`src/rtl/bus_arbiter.sv`:
```
// ----------------------------------------------------------------------------
// bus_arbiter
//
// Round-robin arbiter that shares one slave port of the simple wait-state bus
// between NUM_MASTERS masters. Each arbitration grants exactly one transfer:
// one IDLE cycle picks the next requester, and the GRANT state then passes
// the master's request through to the slave until the slave drops wait.
// A wait-state timeout forces an error completion on a hung slave.
//
// Ports (master i occupies slice i of every master-indexed vector):
//   clk, rst          clock, asynchronous active-high reset
//   m_bus_ena         per-master transfer request
//   m_bus_wstb        per-master write strobes (all zero = read)
//   m_bus_addr        per-master address
//   m_bus_wdata       per-master write data
//   m_bus_wait        per-master stall (1 for every non-granted master)
//   m_bus_rdata       shared read data, valid for the completing master
//   m_bus_slverr      per-master error response
//   s_bus_*           single slave port (ena/wstb/addr/wdata out,
//                     wait/rdata/slverr in)
//   grant_valid       high while a master holds the grant
//   grant_id          index of the granted master (registered)
//   timeout_pulse     one-cycle pulse on a forced (timed-out) completion
// ----------------------------------------------------------------------------
module bus_arbiter #(
   parameter int NUM_MASTERS = 4,
   parameter int ADDR_WIDTH  = 32,
   parameter int DATA_WIDTH  = 32,
   parameter int TIMEOUT     = 256,
   localparam int IW         = (NUM_MASTERS > 2) ? $clog2(NUM_MASTERS) : 1,
   localparam int STB_W      = DATA_WIDTH / 8
) (
   input  logic                              clk,
   input  logic                              rst,
   input  logic [NUM_MASTERS-1:0]            m_bus_ena,
   input  logic [NUM_MASTERS*STB_W-1:0]      m_bus_wstb,
   input  logic [NUM_MASTERS*ADDR_WIDTH-1:0] m_bus_addr,
   input  logic [NUM_MASTERS*DATA_WIDTH-1:0] m_bus_wdata,
   output logic [NUM_MASTERS-1:0]            m_bus_wait,
   output logic [DATA_WIDTH-1:0]             m_bus_rdata,
   output logic [NUM_MASTERS-1:0]            m_bus_slverr,
   output logic                              s_bus_ena,
   output logic [STB_W-1:0]                  s_bus_wstb,
   output logic [ADDR_WIDTH-1:0]             s_bus_addr,
   output logic [DATA_WIDTH-1:0]             s_bus_wdata,
   input  logic                              s_bus_wait,
   input  logic [DATA_WIDTH-1:0]             s_bus_rdata,
   input  logic                              s_bus_slverr,
   output logic                              grant_valid,
   output logic [IW-1:0]                     grant_id,
   output logic                              timeout_pulse
);

   // With TIMEOUT=0 the counter is kept at one bit; it is never compared.
   localparam int CW = (TIMEOUT > 0) ? $clog2(TIMEOUT + 1) : 1;

   typedef enum logic {
      ST_IDLE  = 1'b0,
      ST_GRANT = 1'b1
   } state_t;

   state_t          state_q, state_d;
   logic [IW-1:0]   grant_q, grant_d;
   logic [IW-1:0]   last_q, last_d;
   logic [CW-1:0]   wait_cnt_q, wait_cnt_d;

   logic [IW-1:0]   pick;
   logic            pick_found;
   logic            req_g;
   logic            timeout_hit;

   assign req_g = m_bus_ena[grant_q];

   // A granted master that withdraws its request is treated as aborting, so
   // the timeout only fires while the request is still present.
   assign timeout_hit = (TIMEOUT > 0) && (state_q == ST_GRANT) && req_g &&
                        s_bus_wait && (wait_cnt_q == CW'(TIMEOUT));

   // Round-robin search: first requester at or after last_grant+1.
   always_comb begin
      pick       = '0;
      pick_found = 1'b0;
      for (int k = 1; k <= NUM_MASTERS; k++) begin
         if (!pick_found && m_bus_ena[(int'(last_q) + k) % NUM_MASTERS]) begin
            pick_found = 1'b1;
            pick       = IW'((int'(last_q) + k) % NUM_MASTERS);
         end
      end
   end

   always_comb begin
      state_d    = state_q;
      grant_d    = grant_q;
      last_d     = last_q;
      wait_cnt_d = wait_cnt_q;
      unique case (state_q)
         ST_IDLE: begin
            if (pick_found) begin
               state_d    = ST_GRANT;
               grant_d    = pick;
               wait_cnt_d = '0;
            end
         end
         ST_GRANT: begin
            if (!req_g) begin
               // Request dropped mid-transfer: abandon without advancing the
               // round-robin pointer.
               state_d = ST_IDLE;
            end else if (timeout_hit || !s_bus_wait) begin
               last_d  = grant_q;
               state_d = ST_IDLE;
            end else if (wait_cnt_q != '1) begin
               wait_cnt_d = wait_cnt_q + 1'b1;
            end
         end
      endcase
   end

   always_ff @(posedge clk or posedge rst) begin
      if (rst) begin
         state_q    <= ST_IDLE;
         grant_q    <= '0;
         last_q     <= IW'(NUM_MASTERS - 1);
         wait_cnt_q <= '0;
      end else begin
         state_q    <= state_d;
         grant_q    <= grant_d;
         last_q     <= last_d;
         wait_cnt_q <= wait_cnt_d;
      end
   end

   // Datapath mux. Everything is derived from the registered state, so an
   // asynchronous reset drops the slave request and stalls all masters
   // without waiting for a clock edge.
   always_comb begin
      s_bus_ena    = 1'b0;
      s_bus_wstb   = '0;
      s_bus_addr   = '0;
      s_bus_wdata  = '0;
      m_bus_wait   = '1;
      m_bus_slverr = '0;
      m_bus_rdata  = '0;
      if (state_q == ST_GRANT) begin
         s_bus_ena             = req_g;
         s_bus_wstb            = m_bus_wstb[int'(grant_q)*STB_W +: STB_W];
         s_bus_addr            = m_bus_addr[int'(grant_q)*ADDR_WIDTH +: ADDR_WIDTH];
         s_bus_wdata           = m_bus_wdata[int'(grant_q)*DATA_WIDTH +: DATA_WIDTH];
         m_bus_wait[grant_q]   = timeout_hit ? 1'b0 : s_bus_wait;
         m_bus_slverr[grant_q] = timeout_hit ? 1'b1 : s_bus_slverr;
         m_bus_rdata           = timeout_hit ? '0 : s_bus_rdata;
      end
   end

   assign grant_valid   = (state_q == ST_GRANT);
   assign grant_id      = grant_q;
   assign timeout_pulse = timeout_hit;

endmodule

```
`config.mk`:
```
export PLATFORM = sky130hd
export DESIGN_NAME = bus_arbiter
export DESIGN_NICKNAME = d
export VERILOG_FILES = /design/src/rtl/bus_arbiter.sv
export SDC_FILE = /design/constraint.sdc
export NUM_CORES = 1
export LEC_CHECK = 0
export ABC_AREA = 1
export CORE_AREA = 2 2 166 168
export DETAILED_ROUTE_END_ITERATION = 6
export DIE_AREA = 0 0 168 170
export DONT_BUFFER_PORTS = 1
export PLACE_DENSITY_LB_ADDON = 0.2
export SETUP_SLACK_MARGIN = 0.5
export SLEW_MARGIN = 5
export SYNTH_ARGS = -nofsm -noshare
export SYNTH_HDL_FRONTEND = slang
export SYNTH_SLANG_ARGS = --single-unit
```
`constraint.sdc`:
```
create_clock -name clk -period 1.6 [get_ports clk]
set_input_delay 0 -clock clk [delete_from_list [all_inputs] [get_ports clk]]
set_output_delay 0 -clock clk [all_outputs]
set_load 0.005 [all_outputs]
```
==> metrics.csv <==
metric,value,unit
post-synthesis xor/xnor area fraction,1.70,%
most frequent cells in the layout,"158 x nand2_1, 70 x buf_4, 62 x a22oi_2",
Initial Utilization,11.6,%
Mean Syn Cell Area,5.40,sq um
Final Max Slew Viols,0,
final setup violation count,116,
post-route ant nets,0,
vias in the first global route,4530,
unrepaired setup endpoints after global routing,yes,
clock buffer count from CTS,3,
critical path buffer and inverter count,5,
Worst-path clk slew,0.05,ns
met1 Use GR,16.6,%
Iter 0 DRT Violations,198,
CTS Buffer Depth,2,
setup slack after layout,-0.138,ns
Final Non-Filler Cells,1047,
nets,1021,
DRT Pass-1 Iters,4,
fraction of layout instances using a drive strength above 1,59.4,%
synth warn,0,
"Slowest-stage cell, CP",dfrtp_1,
element type at the critical path end,output port,
CTS HTree Levels,1,
die area,28600,sq um
final hold vios,0,
gr busiest metal,met2,
clock latency on the worst-skew pair,0.25,ns
WL final,22600,um
post-DR wirelength/cell,21.5,um
leakage power,2.66,nW
synthesis-to-layout area growth,124,%
post-detail-place hpwl,14900,um
worst slew pin tran,0.631,ns
failing checks,negative setup slack,
die width,168,um
CP max stage delay,0.40,ns
largest net degree at the start of global routing,28,
Die H,170,um
critical path's top delay family,buffers and inverters,
# port buffers,0,
launch point of the worst reg-to-reg path,last_q[0],
CP max FO,4,
count of cell types in the netlist,28,
M3 GR Usage,3.07,%
crit path time final,1.74,ns
adder-cell area share of the yosys netlist,1.22,%
Critical Path Source Type,flip-flop,
final period utilization,109,%
cell chain of the critical path,"buf_6, inv_4, ha_4, nand3_2, nor3_2, buf_4, nand2_4, buf_6, nand2_4, inv_4, nor3_4",
critical path type,reg -> out,
initial antenna violation count,1,
Core ar.,26700,sq um
met2 Use GR,23.2,%
Worst setup startpoint,wait_cnt_q[0],
worst hold slack,0.0258,ns
Clock Skew,0.00194,ns
hold path startpoint,s_bus_wait,
vias per cell,4.62,
DRC viols,0,
"most common cell after layout, fill and taps aside",nand2_1,
leading area contributor after synthesis,nand2_1,
simple-gate share of the synthesized area,39.6,%
top cell type's share of synthesized area,24.8,%
RePlAce Congestion,0.791,
GRT Overall Usage,13.2,%
first-pass GRT wire length,28600,um
vias,4836,
post-synthesis mux area share,0,%
CTS Sinks,14,
dpl cells,954,
VDD IR max,0.000682,V
Root Driver,clkbuf_16,
Syn Inst Count,571,
main area contributors after synthesis,"nand2_1 25%, a22oi_1 17%, a31oi_1 14%",
Compound-Gate Fraction of Synth Area,31.6,%
Post-Syn Nets,886,
num rows,60,
f_max,0.575,GHz
Synth Cell Area,3080,sq um
required time worst endpoint,1.60,ns
Seq cells post-synth,14,
CTS tree,yes,
total grt overflow,0,
status,"complete, but fails checks",
"Seq/Total Area, Yosys",11.4,%
largest family of logic cells by synthesized area,simple AND/OR/NAND/NOR gates,
total of max-cap violations,0,
power density cells,2040,nW/um^2
Slew HR,57.9,%
CP Data Arrival Time,1.74,ns
I/O pin cnt,425,
worst hold-check path type,in -> reg,
## worst reg2reg max path, stage by stage, from the launching register on
cell and delay, ns:
dfstp_2 0.59, buf_12 0.14, nand2_4 0.05, nand2_2 0.08
inv_1 0.07, nand2_2 0.08, nand2_2 0.07, nand3_2 0.09
nand2_4 0.08, buf_6 0.13, buf_12 0.12, nand3_1 0.06
nand2_1 0.05
## report_power, final
group          switching, W  internal [W]  total (W)
sequential         0.000146      0.000457   0.000604
combinational       0.00638       0.00653     0.0129
clock              0.000169      0.000380   0.000550
## per-layer routing
metal  share of wire [%]  wire length (um)  up-vias
met4                 1.9               428        0
li1                    -                 -     2231
met5                   0                 0        -
met1                  40              8940     2328
met2                  50             11300      248
met3                 8.3              1880       29
## state kept, by name, summed over array words and instances, names as in the netlist
signal       cells
grant_valid      1
grant_id         2
wait_cnt_q       9
last_q           2
## through the flow
| stage | worst slack, ns | total power [W] | area [sq um] | TNS [ns] | util [%] |
|---|---|---|---|---|---|
| 2_1_floorplan | 0.0378 | 0.00510 | 3490 | 0 | - |
| 3_3_place_gp | -0.0850 | 0.00757 | 4320 | -0.645 | 16.2 |
| 3_5_place_dp | -0.102 | 0.00750 | 4320 | -1.28 | 16.2 |
| 4_1_cts | -0.162 | 0.0121 | 5970 | -8.94 | 22.4 |
| 5_1_grt | -0.247 | 0.0149 | 6900 | -19.08 | 25.9 |
| 6_report | -0.138 | 0.0141 | 6900 | -8.30 | 25.9 |
## final timing paths
check	end	slack, ns	depth (start not counted)
setup reg to reg	wait_cnt_q[8]	-0.14	12
max in group asynchronous	grant_id[1]	0.88	2
hold / removal	wait_cnt_q[7]	0.03	3
min in group asynchronous	wait_cnt_q[4]	0.27	2
hold reg to reg	wait_cnt_q[7]	0.52	2
setup / recovery	m_bus_slverr[3]	-0.14	11
## Yosys cell counts
master,count
a21boi_0,1
a21oi_1,1
a22oi_1,68
a31oi_1,68
buf_1,2
buf_2,12
buf_4,6
clkbuf_1,24
clkinv_1,2
dfrtp_1,12
dfstp_2,2
ha_1,3
inv_1,58
inv_2,5
nand2_1,204
nand2_2,2
nand3_1,38
nand4_1,2
nand4_2,1
nor2_1,40
nor2_4,2
nor3_1,4
nor3_2,1
nor3_4,1
nor3b_1,1
o21ai_0,1
o21ai_1,4
xor2_1,6
## cell type report
type | count | area [sq um]
multi-input cells | 450 | 3630
well taps | 341 | 427
flip-flops and latches | 14 | 355
repair buffers | 172 | 2130
fillers | 2834 | 19800
inverters | 65 | 274
diodes | 1 | 2.50
clock buffers | 4 | 88.8
## repair_timing
action,4_1_cts,5_1_grt
buffers inserted,51,17
pin swaps,47,52
endpoints found under the setup margin,125,126
hold buffers,2,0
gates cloned,12,6
resized for setup,187,139
endpoints found under the hold margin,13,0
## cell families (layout without fill, tap and decap cells)
logic type	count (synthesis)	after routing
buffers and inverters	109	241
xor gates and xnor gates	6	6
AOI/OAI and AO/OA	143	143
other	0	1
and+or+nand+nor	296	298
DFF	14	14
adders and majority gates	3	3
Power figures use the tool's default switching activity.
